===== src/rtl/is_uart_tx_buffer_if.sv =====
// Byte-write / DRP transmit bundle for is_uart_tx_buffer.
// slave is the buffer side; master is the user-logic plus controller side.
interface is_uart_tx_buffer_if #(
  parameter int DEPTH = 16,
  parameter int DW    = 8
);
  localparam int LW = $clog2(DEPTH) + 1;

  logic          wr_en_i;
  logic [DW-1:0] wr_data_i;
  logic          flush_i;
  logic          full_o;
  logic          empty_o;
  logic [LW-1:0] level_o;
  logic          overflow_o;
  logic          tx_rdy_t_o;
  logic [DW-1:0] tx_data_r_o;
  logic          tx_rdy_r_i;

  modport slave (
    input  wr_en_i, wr_data_i, flush_i, tx_rdy_r_i,
    output full_o, empty_o, level_o, overflow_o, tx_rdy_t_o, tx_data_r_o
  );

  modport master (
    output wr_en_i, wr_data_i, flush_i, tx_rdy_r_i,
    input  full_o, empty_o, level_o, overflow_o, tx_rdy_t_o, tx_data_r_o
  );
endinterface


===== src/rtl/is_uart_tx_buffer.sv =====
// UART DRP transmit buffer: DEPTH-1 entry circular store plus one output register
// that presents bytes on the tx_rdy_t/tx_rdy_r valid/ready handshake.
module is_uart_tx_buffer #(
  parameter int DEPTH = 16,
  parameter int DW    = 8
) (
  input  logic                   clk_i,
  input  logic                   rst_i,
  is_uart_tx_buffer_if.slave     bus
);
  localparam int SD = DEPTH - 1;
  localparam int AW = (SD > 1) ? $clog2(SD) : 1;
  localparam int LW = $clog2(DEPTH) + 1;

  typedef enum logic {IDLE, OFFER} state_e;

  logic [DW-1:0] mem_q [SD];
  logic [AW-1:0] wr_ptr_q, wr_ptr_d, rd_ptr_q, rd_ptr_d;
  logic [LW-1:0] cnt_q, cnt_d, level;
  state_e        state_q, state_d;
  logic [DW-1:0] data_q, data_d;
  logic          ovf_q, ovf_d;
  logic          offer, accept, full, stor_empty, write_ok, load_slot, push, pop;

  function automatic logic [AW-1:0] ptr_inc(input logic [AW-1:0] p);
    return (p == AW'(SD - 1)) ? '0 : p + AW'(1);
  endfunction

  always_comb begin
    offer      = (state_q == OFFER);
    accept     = offer & bus.tx_rdy_r_i;
    level      = cnt_q + LW'(offer);
    full       = (level == LW'(DEPTH));
    stor_empty = (cnt_q == '0);
    write_ok   = bus.wr_en_i & ~full & ~bus.flush_i;
    load_slot  = ~offer | accept;

    state_d  = state_q;
    data_d   = data_q;
    ovf_d    = ovf_q | (bus.wr_en_i & full & ~bus.flush_i);
    wr_ptr_d = wr_ptr_q;
    rd_ptr_d = rd_ptr_q;
    cnt_d    = cnt_q;
    push     = 1'b0;
    pop      = 1'b0;

    if (bus.flush_i) begin
      // The offered byte survives a flush; only the stored backlog is dropped.
      cnt_d    = '0;
      rd_ptr_d = wr_ptr_q;
      if (accept) state_d = IDLE;
    end else begin
      if (load_slot) begin
        if (!stor_empty) begin
          pop     = 1'b1;
          data_d  = mem_q[rd_ptr_q];
          state_d = OFFER;
        end else if (write_ok) begin
          data_d  = bus.wr_data_i;
          state_d = OFFER;
        end else begin
          state_d = IDLE;
        end
      end
      // A write bypasses storage only when it goes straight into the free output slot.
      push = write_ok & ~(stor_empty & load_slot);
      if (push) wr_ptr_d = ptr_inc(wr_ptr_q);
      if (pop)  rd_ptr_d = ptr_inc(rd_ptr_q);
      cnt_d = cnt_q + LW'(push) - LW'(pop);
    end
  end

  always_ff @(posedge clk_i) begin
    if (rst_i) begin
      state_q  <= IDLE;
      data_q   <= '0;
      ovf_q    <= 1'b0;
      wr_ptr_q <= '0;
      rd_ptr_q <= '0;
      cnt_q    <= '0;
    end else begin
      state_q  <= state_d;
      data_q   <= data_d;
      ovf_q    <= ovf_d;
      wr_ptr_q <= wr_ptr_d;
      rd_ptr_q <= rd_ptr_d;
      cnt_q    <= cnt_d;
    end
  end

  always_ff @(posedge clk_i) begin
    if (push) mem_q[wr_ptr_q] <= bus.wr_data_i;
  end

  assign bus.tx_rdy_t_o  = offer;
  assign bus.tx_data_r_o = data_q;
  assign bus.level_o     = level;
  assign bus.full_o      = full;
  assign bus.empty_o     = (level == '0);
  assign bus.overflow_o  = ovf_q;
endmodule

===== src/flat_wrapper.sv =====
// flat-port wrapper written by rule: the top's interface ports become plain ports
module is_uart_tx_buffer_flat 
#(
  parameter int DEPTH = 16,
  parameter int DW    = 8
)
  (clk_i, rst_i, bus_wr_en_i, bus_wr_data_i, bus_flush_i, bus_tx_rdy_r_i, bus_full_o, bus_empty_o, bus_level_o, bus_overflow_o, bus_tx_rdy_t_o, bus_tx_data_r_o);
  is_uart_tx_buffer_if #(.DEPTH(DEPTH), .DW(DW)) bus_i ();
  input  logic clk_i;
  input  logic rst_i;
  input wire logic [$bits(bus_i.wr_en_i)-1:0] bus_wr_en_i;
  input wire logic [$bits(bus_i.wr_data_i)-1:0] bus_wr_data_i;
  input wire logic [$bits(bus_i.flush_i)-1:0] bus_flush_i;
  input wire logic [$bits(bus_i.tx_rdy_r_i)-1:0] bus_tx_rdy_r_i;
  output wire logic [$bits(bus_i.full_o)-1:0] bus_full_o;
  output wire logic [$bits(bus_i.empty_o)-1:0] bus_empty_o;
  output wire logic [$bits(bus_i.level_o)-1:0] bus_level_o;
  output wire logic [$bits(bus_i.overflow_o)-1:0] bus_overflow_o;
  output wire logic [$bits(bus_i.tx_rdy_t_o)-1:0] bus_tx_rdy_t_o;
  output wire logic [$bits(bus_i.tx_data_r_o)-1:0] bus_tx_data_r_o;
  assign bus_i.wr_en_i = bus_wr_en_i;
  assign bus_i.wr_data_i = bus_wr_data_i;
  assign bus_i.flush_i = bus_flush_i;
  assign bus_i.tx_rdy_r_i = bus_tx_rdy_r_i;
  assign bus_full_o = bus_i.full_o;
  assign bus_empty_o = bus_i.empty_o;
  assign bus_level_o = bus_i.level_o;
  assign bus_overflow_o = bus_i.overflow_o;
  assign bus_tx_rdy_t_o = bus_i.tx_rdy_t_o;
  assign bus_tx_data_r_o = bus_i.tx_data_r_o;
  is_uart_tx_buffer #(.DEPTH(DEPTH), .DW(DW)) u_core (.clk_i(clk_i), .rst_i(rst_i), .bus(bus_i));
endmodule

===== config.mk =====
export PLATFORM = sky130hd
export DESIGN_NAME = is_uart_tx_buffer_flat
export DESIGN_NICKNAME = d
export VERILOG_FILES = /design/src/rtl/is_uart_tx_buffer_if.sv /design/src/rtl/is_uart_tx_buffer.sv /design/src/flat_wrapper.sv
export SDC_FILE = /design/constraint.sdc
export NUM_CORES = 1
export LEC_CHECK = 0
export ABC_AREA = 0
export BUFFER_PORTS_ARGS = -buffer_cell sky130_fd_sc_hd__buf_2
export CELL_PAD_IN_SITES_DETAIL_PLACEMENT = 1
export CELL_PAD_IN_SITES_GLOBAL_PLACEMENT = 1
export CORE_MARGIN = 3
export CORE_UTILIZATION = 54
export CTS_BUF_LIST = sky130_fd_sc_hd__clkbuf_4 sky130_fd_sc_hd__clkbuf_8
export CTS_CLUSTER_SIZE = 14
export DETAILED_ROUTE_END_ITERATION = 8
export PLACE_DENSITY_LB_ADDON = 0.1
export SLEW_MARGIN = 0
export SYNTH_ARGS = -nofsm -noshare
export SYNTH_HDL_FRONTEND = slang
export SYNTH_SLANG_ARGS = --single-unit
export TNS_END_PERCENT = 5

===== constraint.sdc =====
create_clock -name clk_i -period 3.41 [get_ports clk_i]
set_clock_uncertainty 0.15 [all_clocks]
set_input_delay 0.1705 -clock clk_i [delete_from_list [all_inputs] [get_ports clk_i]]
set_output_delay 0.1705 -clock clk_i [all_outputs]
set_load 0.03 [all_outputs]

## Word-level counts from Yosys, hierarchy flattened

Memories as Yosys holds them, arrays and structs flattened. A register that Yosys moved wholly into a read port is not among the register bits.
Index checks and enable logic that the tools add are counted.

| cells by class | value |
|---|---|
| add/sub/neg operators | 5 |
| equal/unequal tests | 5 |
| multiplexer cells | 19 |
| bitwise operators | 13 |
| reductions and logical operators | 8 |

Operators by type and width:

| operator | count |
|---|---|
| 2-to-1 mux 4 bit | 6 |
| 2-to-1 mux 8 bit | 2 |
| 2-to-1 mux 1 bit | 11 |
| adder 5 x 1 -> 5 bit | 2 |
| logical NOT 5 bit | 2 |
| adder 4 x 1 -> 4 bit, second input constant | 2 |
| == test 4 bit, second input constant | 2 |
| bitwise AND 1 bit | 7 |
| == test 5 bit, second input constant | 1 |
| subtractor 5 x 1 -> 5 bit | 1 |
| NOT 1 bit | 4 |
| AND reduction 2 bit | 2 |
| nonzero test 2 bit | 2 |
| AND reduction 3 bit | 1 |
| inequality test 2 x 1 -> 1 bit, second input constant | 1 |
| inequality test 2 bit, second input constant | 1 |
| OR 1 bit | 2 |
| OR reduction 2 bit | 1 |

| storage, ports and cells | value |
|---|---|
| bits in registers | 23 |
| bits in writable memories | 120 |
| input port bits | 13 |
| output and inout bits | 17 |
| memories | 1 |

Memory list:

| name | words | bits a word | rd ports | clocked after memory_dff | write ports | line | text |
|---|---|---|---|---|---|---|---|
| u_core.mem_q | 15 | 8 | 1 | 1 | 1 | is_uart_tx_buffer.sv:17 | `logic [DW-1:0] mem_q [SD];` |

## Logic depth before layout (Yosys ltp)

Gate-level depths: netlist of the first run.

| logic depth | value |
|---|---|
| depth in word-level cells | 9 |
| gate-level depth with buffers | 16 |
| depth with buffers taken out | 15 |

## Worst setup path before layout of the first run

Ideal clock, no wire load.

| timing path | value |
|---|---|
| path kind | register -> register |
| start point | reg u_core.state_q, in the netlist u_core.bus.tx_rdy_t_o |
| end point | mem u_core.mem_q[2][0], enable pin |
| library setup time | 383 ps |
| data arrival time | 2910 ps |
| data required time | 2877 ps |
| setup slack | -33 ps |
| stages on the path, launching flop included | 8 |
| buffers on the path | 0 |
| clock period less this slack | 3443 ps |
| path through | dfxtp_1 -> ha_1 -> ha_1 -> xor2_1 -> nand4b_1 -> o211ai_2 -> or3b_1 -> nor3_1 |

| between the ends | value |
|---|---|
| cells in the longest elaborated chain, start to end | 9 |
| elaborated cells between the ends (all ways) | 14 |

Ends and longest elaborated chain:

| item | line | text |
|---|---|---|
| start, declared | is_uart_tx_buffer.sv:20 | `state_e state_q, state_d;` |
| start signal, assigned | is_uart_tx_buffer.sv:82 | `state_q <= state_d;` |
| adder 5 x 1 -> 5 bit | is_uart_tx_buffer.sv:32 | `level = cnt_q + LW'(offer);` |
| named net bus_level_o[2] | flat_wrapper.sv:17 | `output wire logic [$bits(bus_i.level_o)-1:0] bus_level_o;` |
| == test 5 bit | is_uart_tx_buffer.sv:33 | `full = (level == LW'(DEPTH));` |
| NOT 1 bit | is_uart_tx_buffer.sv:35 | `write_ok = bus.wr_en_i & ~full & ~bus.flush_i;` |
| bitwise AND 1 bit (2 in series) | is_uart_tx_buffer.sv:35 |  |
| bitwise AND 1 bit | is_uart_tx_buffer.sv:66 | `push = write_ok & ~(stor_empty & load_slot);` |
| 2-to-1 mux 1 bit | is_uart_tx_buffer.sv:47 | `if (bus.flush_i) begin` |
| 2-to-1 mux 1 bit | is_uart_tx_buffer.sv:92 | `if (push) mem_q[wr_ptr_q] <= bus.wr_data_i;` |
| 2-to-1 mux 1 bit (not written as such) | is_uart_tx_buffer.sv:92 |  |
| end, declared | is_uart_tx_buffer.sv:17 |  |

The timed path passes the listed nets, and every way through them passes these cells.

## Final worst setup path of the first run

| timing path | value |
|---|---|
| start point | reg u_core.cnt_q[0] |
| end point | reg u_core.cnt_q[4] |

| between the ends | value |
|---|---|
| cells in the longest elaborated chain, start to end | 8 |
| elaborated cells between the ends (all ways) | 14 |

Ends and longest elaborated chain:

| item | line | text |
|---|---|---|
| start, declared | is_uart_tx_buffer.sv:19 | `logic [LW-1:0] cnt_q, cnt_d, level;` |
| start signal, assigned | is_uart_tx_buffer.sv:87 | `cnt_q <= cnt_d;` |
| adder 5 x 1 -> 5 bit | is_uart_tx_buffer.sv:32 |  |
| == test 5 bit | is_uart_tx_buffer.sv:33 |  |
| NOT 1 bit | is_uart_tx_buffer.sv:35 |  |
| bitwise AND 1 bit (2 in series) | is_uart_tx_buffer.sv:35 |  |
| bitwise AND 1 bit | is_uart_tx_buffer.sv:66 |  |
| adder 5 x 1 -> 5 bit | is_uart_tx_buffer.sv:69 | `cnt_d = cnt_q + LW'(push) - LW'(pop);` |
| subtractor 5 x 1 -> 5 bit (*) | is_uart_tx_buffer.sv:69 |  |

Mark *: on every way between the ends. The rest lies on a longest branch, timed or not. The select of a mux whose other input is x is not followed.
A chain may end at the register's enable or synchronous reset.

==> results of run 1 <==
through the flow:
step	utilization [%]	instances	power (mW)
floorplan	-	410	3.30
global placement	59.6	578	3.63
detailed placement	59.6	578	3.69
CTS	63.5	620	4.84
global route	63.6	620	5.12
finish	63.6	620	4.84
worst paths after layout:
check | from | end | slack (ns) | cells after the start
hold reg to reg | u_core.bus.tx_data_r_o[3]$_SDFFE_PP0P_ | u_core.bus.tx_data_r_o[3]$_SDFFE_PP0P_ | 0.33 | 2
hold / removal | rst_i | u_core.bus.tx_data_r_o[7]$_SDFFE_PP0P_ | 0.07 | 2
setup / recovery | u_core.cnt_q[0]$_SDFF_PP0_ | u_core.cnt_q[4]$_SDFF_PP0_ | 0.33 | 14
setup reg to reg | u_core.cnt_q[0]$_SDFF_PP0_ | u_core.cnt_q[4]$_SDFF_PP0_ | 0.33 | 14
metal layers:
layer	global-route usage, %	vias to the layer above
li1	-	1692
met1	33.8	1931
met2	38.9	92
met3	4.62	12
met4	7.21	0
met5	0	-
state kept, by name, summed over array words and instances (netlist names), named ones only:
register	cells
u_core.bus.tx_rdy_t_o	1
u_core.wr_ptr_q	4
u_core.bus.tx_data_r_o	8
u_core.mem_q	120
u_core.cnt_q	5
u_core.bus.overflow_o	1
u_core.rd_ptr_q	4
power groups by stage:
stage	combinational [mW]	sequential [mW]	clock [mW]
after floorplan	1.06	2.24	0
after global placement	1.42	2.21	0
after detailed placement	1.47	2.22	0
after CTS	1.49	2.18	1.17
after global routing	1.67	2.20	1.26
final	1.51	2.18	1.15
repair_timing:
action / 4_1_cts / 5_1_grt
endpoints found under the hold margin: 132 / 0
resized for setup: 0 / 2
endpoints found under the setup margin: 0 / 1
hold buffers: 10 / 0
layout make-up:
cell class	count	area [µm²]
flip-flops and latches	147	4150
multi-input cells	226	1930
clock buffers	18	241
well taps	140	175
fillers	1047	4030
inverters	14	52.6
clock inverters	14	92.6
repair buffers	61	410
kinds of logic (layout without fill, tap and decap cells):
kind of cell	Yosys count	after routing	synth area share, %
buffers and inverters	37	107	3.16
adders and majority gates	11	11	2.32
DFF	147	147	66.3
xor gates and xnor gates	6	6	0.841
and+or+nand+nor	97	97	8.59
AOI/OAI and AO/OA	66	66	7.27
muxes	46	46	11.5
cells in the mapped netlist, types with 4 or more instances:
cell      number
dfxtp_1       27
nand2b_1       7
nand2_1       23
o32ai_1        4
buf_2          7
a211oi_1       4
mux2_2         6
nor3_1        10
a311oi_1       5
nor2_1        22
clkbuf_1       9
nor2b_1        7
o21ai_0       12
and2_1         4
ha_1          10
a21oi_1       20
inv_1         13
edfxtp_1     120
mux2i_1       19
mux4_2        20
worst max-delay path: cells and delay by family, from the launching register on:
family                     cells  cell delay, ns
adders and majority gates      4            0.90
AOI/OAI and AO/OA              3            0.63
DFF                            1            0.45
and+or+nand+nor                3            0.45
buffers and inverters          3            0.21
xor gates and xnor gates       1            0.15
==> flow_summary.rst, run 1 <==
.. list-table::
   :header-rows: 1

   * - Metric
     - Value
   * - Overflow after GRT
     - 0
   * - CP max-delay cell
     - dfxtp_1
   * - Relative area change from synthesis to final layout
     - 12.8%
   * - Slew of the pin with the lowest slew margin
     - around 0.57 ns
   * - Detail Route met2 WL
     - 7150 µm
   * - Num Clock Sinks
     - around 150
   * - Clock-pin slew on the worst setup and hold paths
     - 0.09 ns
   * - Maximum capacitance violations
     - 0
   * - # Post-CTS Setup Buffers
     - 0
   * - Cell at the root of the clock tree
     - clkbuf_8
   * - Layout cell share with drive strength beyond 1
     - 25.6%
   * - Final weighted congestion of routability-driven global placement
     - around 0.76
   * - Pre-CTS setup slack
     - 0.234 ns
   * - Gate count after technology mapping
     - around 400
   * - Post-synthesis cell area
     - between 0.006 and 0.007 mm²
   * - Total routed wire length on the met1 layer
     - 6530 µm
   * - Clock tree buffer depth
     - 2
   * - Setup TNS Final
     - 0 ns
   * - Async set or reset register ratio after synthesis
     - 0%
   * - RSZ-0062 raised after global routing
     - no
   * - Highest cell delay on the worst timing path
     - 0.45 ns
   * - Global-route wire length before repair
     - 22700 µm
   * - Switching Fraction
     - 34.7%
   * - Boundary pin count
     - 30
   * - Maximum number of pins on one net before global-route repair
     - 27
   * - Commonest register cell after synthesis
     - edfxtp_1
   * - Synth warnings
     - 0
   * - Endpoint kind of the worst setup timing path
     - flip-flop
   * - Number of global-route vias before repair
     - about 3900
   * - Tot GR Track Use
     - approximately a quarter
   * - Worst Path Class, Setup
     - reg -> reg
   * - Highest routing layer actually used
     - met4
   * - Leading cell type in the layout, fill and taps excluded
     - edfxtp_1
   * - Crit-path max FO
     - 13
   * - DIE HEIGHT
     - ~110 µm
   * - Port buffer count
     - 29
   * - Max Clock Freq
     - roughly 320 MHz
   * - Final Routed Wirelength
     - between 10000 and 15000 µm
   * - Finish-stage setup viols
     - 0
   * - CP cell instances
     - ha_1 -> ha_1 -> nor2_1 -> nand4b_1 -> o211ai_4 -> inv_1 -> ha_1 -> inv_1 -> fa_1 -> inv_1 -> a21oi_1 -> o21bai_1 -> xnor2_1 -> nor3_1
   * - Total number of vias
     - approximately 3700
   * - Setup WS post-layout
     - 0.332 ns
   * - CTS HTree Levels
     - 4
   * - Most frequent cells in the layout
     - edfxtp_1, buf_2, dfxtp_1, nand2_1
   * - Data arrival time of the critical path
     - ~3.2 ns
   * - Relative contribution of the clock network to total power
     - between 20% and 30%
   * - Count of final hold-check violations
     - 0
   * - Share of total power in sequential cells
     - around 45%
   * - Area of placed instances
     - between 0.006 and 0.007 mm²
   * - Post-detailed-route DRC marker count
     - 0
   * - Synth area leader
     - edfxtp_1
   * - Row Count
     - 38
   * - Synthesized area per cell
     - 15.2 µm²
   * - Yosys top cell area share
     - slightly below 60%
   * - Sequential share of the synthesized area
     - roughly 66%
   * - Clock tree from TritonCTS
     - yes
   * - Number of antenna violations at the first check in global routing
     - 0
   * - Run status
     - complete, no violations
   * - Cell leakage power
     - ~2.4 nW
   * - Total inserted antenna cells
     - 0
   * - Die Area
     - about 0.013 mm²
   * - Power density cells
     - between 600 and 700 mW/mm²
   * - Number of buffers created by CTS
     - 17
   * - Final HPWL DP
     - between 9000 and 10000 µm
   * - Register bit total from synthesis
     - approximately 150
   * - Width of the die
     - about 110 µm
   * - Floorplan core area
     - 0.0111 mm²
   * - Met3 layer wire length in the routed design
     - ~510 µm
   * - Number of pins with negative max-slew slack in the final report
     - 0
   * - Number of flops mapped to enable cells by yosys
     - between 100 and 150
   * - Summed area of non-filler cells in the final layout
     - 0.00705 mm²
   * - Number of distinct library cell variants in the gate-level netlist after synthesis
     - 58
   * - Number of nets in the synthesized netlist
     - between 400 and 500
   * - Number of vias per cell after detailed routing
     - approximately 6.0
   * - Category of the worst setup path launch point
     - flip-flop
   * - Initial DRC Count
     - about 330
   * - Portion of total power attributed to combinational logic
     - around 31%
   * - Final critical-path required period
     - 3.08 ns
   * - Router iterations before antenna repair
     - 4
   * - ANT nets after route
     - 0
   * - Hold WC Path Type
     - in -> reg
   * - Effective utilization at floorplan
     - 56.4%
   * - Max VDD drop
     - approximately 0.00069 V
   * - Net count reported at finish
     - ~490
   * - Fin Hold WS
     - around 0.066 ns
   * - Required time worst endpoint
     - 3.57 ns
   * - Max transition margin
     - 61.5%
   * - Clock latency on the worst-skew pair
     - 0.43 ns
   * - Int Pwr
     - between 3 and 4 mW
   * - Post-detailed-route wirelength per cell
     - ~23 µm
   * - Net Sw Power
     - roughly 1.7 mW
   * - Period Utilization, post-route
     - approximately nine tenths
   * - Cell types occupying the most area after synthesis
     - edfxtp_1, dfxtp_1, mux4_2, mux2i_1, ha_1
Note: power is estimated with default switching activity, not from simulation.
==> run 2, diff against run 1 <==
==> constraint.sdc (replaced) <==
create_clock -name clk_i -period 3.5 [get_ports clk_i]
set_clock_uncertainty 0.15 [all_clocks]
set_input_delay 0.175 -clock clk_i [delete_from_list [all_inputs] [get_ports clk_i]]
set_output_delay 0.175 -clock clk_i [all_outputs]
set_load 0.03 [all_outputs]
==> run 2 against run 1 <==
Die area stayed put; highest routed layer unchanged; first-iteration DRC count is 27% higher; largest power group unchanged; critical endpoint unchanged; worst setup slack worse by 0.053 ns; non-clock buffer count is 2 lower; routed wire length is 3.1% higher; sequential power is 3% lower; critical path type unchanged; via count is 0.64% lower; clock power is 34% higher.
==> flow_summary.rst, run 2 (same netlist as run 1, synthesis figures left out) <==
.. list-table::
   :header-rows: 1

   * - Metric
     - Value
   * - Total number of vias
     - 3703 (-0.64%)
   * - Endpoint kind of the worst setup timing path
     - flip-flop
   * - Worst hold start
     - rst_i
   * - Initial DRC Count
     - 422 (+27%)
   * - RSZ-0062 raised after global routing
     - no
   * - Clock tree buffer depth
     - 2 (unchanged)
   * - Sequential cell area
     - 0.00415 mm² (unchanged)
   * - Worst Path Class, Setup
     - reg -> reg
   * - Most Used Layer, Global Route
     - met2
   * - Number of fillers in the final layout
     - 1012 (-3.3%)
   * - Boundary pin count
     - 30 (unchanged)
   * - Core occupancy in the finished layout
     - 64.6% (+1.0 points)
   * - Power density cells
     - 715 mW/mm² (+4.3%)
   * - Startpoint of the worst-slack reg-to-reg timing path
     - u_core.cnt_q[2]$_SDFF_PP0_
   * - Die Area
     - 0.0129 mm² (unchanged)
   * - Worst hold path stage count
     - 2 (unchanged)
   * - Post-detailed-route wirelength per cell
     - 23.9 µm (+3.4%)
   * - Required time worst endpoint
     - 3.67 ns (+0.10 ns)
   * - Most frequent cells in the layout
     - edfxtp_1, buf_2, dfxtp_1, nand2_1, nor2_1
   * - Row Count
     - 38 (unchanged)
   * - Max Clock Freq
     - 310 MHz (-4.4%)
   * - Final HPWL DP
     - 9490 µm (-0.83%)
   * - Area of placed instances
     - 0.00658 mm² (-0.30%)
   * - Slew of the pin with the lowest slew margin
     - 0.819 ns (+0.247 ns)
   * - Clock-pin slew on the worst setup and hold paths
     - 0.09 ns (about the same)
   * - Path depth of the worst reg2reg path
     - 15 (+1)
   * - Net count reported at finish
     - 489 (-0.41%)
   * - ANT nets after route
     - 0 (unchanged)
   * - Pwr Total
     - 5.12 mW (+5.9%)
   * - Fin Hold WS
     - 0.0448 ns (-0.0208 ns)
   * - Cell count after placement
     - 576 (-0.35%)
   * - Pre-CTS setup slack
     - 0.331 ns (+0.0973 ns)
   * - Relative area change from synthesis to final layout
     - 14.6%
   * - Clock latency on the worst-skew pair
     - 0.44 ns (about the same)
   * - CTS HTree Levels
     - 4 (unchanged)
   * - Endpoint of the worst register-to-register path
     - u_core.cnt_q[4]$_SDFF_PP0_
   * - Number of buffers created by CTS
     - 17 (unchanged)
   * - Max transition margin
     - 45.3% (-16 points)
   * - Hold WC Path Type
     - in -> reg
   * - Leading cell type in the layout, fill and taps excluded
     - edfxtp_1
   * - Setup TNS Final
     - 0 ns (unchanged)
   * - Clock tree from TritonCTS
     - yes
   * - Total inserted antenna cells
     - 0 (unchanged)
   * - Width of the die
     - 114 µm (unchanged)
   * - Setup WS post-layout
     - 0.279 ns (-0.0531 ns)
   * - Category of the worst setup path launch point
     - flip-flop
   * - Effective utilization at floorplan
     - 56.4% (unchanged)
   * - Router iterations before antenna repair
     - 5 (+1)
   * - Period Utilization, post-route
     - 92.0% (+1.8 points)
   * - Multi-input gate area in the final layout
     - 0.00192 mm² (-0.45%)
   * - Count of final hold-check violations
     - 0 (unchanged)
   * - Data arrival time of the critical path
     - 3.39 ns (+0.15 ns)
   * - Cell at the root of the clock tree
     - clkbuf_8
   * - Crit-path max FO
     - 6 (-7)
   * - Maximum number of pins on one net before global-route repair
     - 26 (-3.7%)
   * - Maximum capacitance violations
     - 0 (unchanged)
   * - Final Routed Wirelength
     - 14800 µm (+3.1%)
   * - Number of pins with negative max-slew slack in the final report
     - 0 (unchanged)
   * - Layout cell share with drive strength beyond 1
     - 24.9% (-0.73 points)
   * - Tot GR Track Use
     - 25.4% (+1.2 points)
   * - Number of global-route vias before repair
     - 4080 (+5.2%)
   * - Port buffer count
     - 29 (unchanged)
   * - Num Clock Sinks
     - 147 (unchanged)
   * - Final weighted congestion of routability-driven global placement
     - 0.759 (+0.26%)
   * - Final cell count without fillers
     - 618 (-0.32%)
   * - Worst setup slack for register-to-register paths
     - 0.28 ns (-0.05 ns)
   * - Number of vias per cell after detailed routing
     - 5.99 (-0.32%)
   * - Run status
     - complete, no violations
   * - Number of antenna violations at the first check in global routing
     - 0 (unchanged)
   * - # Post-CTS Setup Buffers
     - 0 (unchanged)
   * - Post-detailed-route DRC marker count
     - 0 (unchanged)
   * - Overflow after GRT
     - 0 (unchanged)
   * - DIE HEIGHT
     - 114 µm (unchanged)
   * - Max VDD drop
     - 0.000552 V (-20%)
   * - Largest Register
     - u_core.mem_q
   * - Finish-stage setup viols
     - 0 (unchanged)
   * - Floorplan core area
     - 0.0111 mm² (unchanged)
   * - Summed area of non-filler cells in the final layout
     - 0.00716 mm² (+1.6%)
   * - Hold EP
     - u_core.bus.overflow_o$_SDFF_PP0_
   * - Met2 usage in global routing
     - 41.4% (+2.5 points)
   * - Cell leakage power
     - 2.49 nW (+2.1%)
   * - Met3 Use GR
     - 5.84% (+1.2 points)
   * - Met1 Track Usage GR
     - 34.1% (+0.36 points)
   * - Flip-flop count of the largest register after layout
     - 120 (unchanged)
   * - Final critical-path required period
     - 3.22 ns (+0.143 ns)
   * - Global-route wire length before repair
     - 23900 µm (+5.0%)
run 2: cell types whose count changed in the layout (fill, tap and decap cells not counted), moves of 2 or more:
cell and change:
clkinv_4 -2, bufinv_16 +5, clkinv_2 -5, inv_6 +5, buf_4 -2, clkinvlp_4 -3
run 2: layout make-up:
type | instances | area share (%)
Clock inverter | 14 | 3.09
Clock buffer | 18 | 3.46
Inverter | 14 | 0.734
Timing Repair Buffer | 59 | 5.52
Sequential cell | 147 | 57.9
Tap cell | 140 | 2.45
Multi-Input combinational cell | 226 | 26.9
run 2: per-layer routing:
layer  wire length (µm)  share of wire [%]  vias up
met4                266                1.8        0
met1               6170                 42     1880
met2               7400                 50      116
met5                  0                  0        -
li1                   -                  -     1685
met3                953                6.4       22
run 2: report_power, final:
| group | leakage [nW] | internal, mW | switching (mW) |
|---|---|---|---|
| Sequential | 1.30 | 1.99 | 0.124 |
| Clock | 0.239 | 0.880 | 0.658 |
| Combinational | 0.946 | 0.586 | 0.882 |
| Total | 2.49 | 3.46 | 1.66 |
run 2: worst max path at each step:
stage	startpoint	end	cells past startpoint
5_1_grt	u_core.cnt_q[0]$_SDFF_PP0_	u_core.cnt_q[4]$_SDFF_PP0_	14
2_1_floorplan	u_core.bus.tx_rdy_t_o$_SDFFE_PP0P_	u_core.mem_q[2][0]$_DFFE_PP_	7
3_3_place_gp	u_core.cnt_q[2]$_SDFF_PP0_	u_core.cnt_q[4]$_SDFF_PP0_	15
4_1_cts	u_core.cnt_q[2]$_SDFF_PP0_	u_core.cnt_q[4]$_SDFF_PP0_	15
3_5_place_dp	u_core.cnt_q[2]$_SDFF_PP0_	u_core.cnt_q[4]$_SDFF_PP0_	15
6_report	u_core.cnt_q[2]$_SDFF_PP0_	u_core.cnt_q[4]$_SDFF_PP0_	15
run 2: timing repair:
action	CTS	global route
resized for setup	0	1
endpoints found under the hold margin	130	0
hold buffers	10	0
endpoints found under the setup margin	0	1
run 2: worst max-delay path: stages (launching register included):
cell      delay [ns]
dfxtp_1         0.37
inv_1           0.10
ha_1            0.20
or4b_1          0.62
nand2_4         0.16
inv_2           0.07
ha_1            0.28
inv_1           0.06
ha_1            0.17
inv_1           0.06
fa_1            0.39
inv_1           0.07
a21oi_1         0.06
o21bai_1        0.16
xnor2_1         0.13
nor3_1          0.06
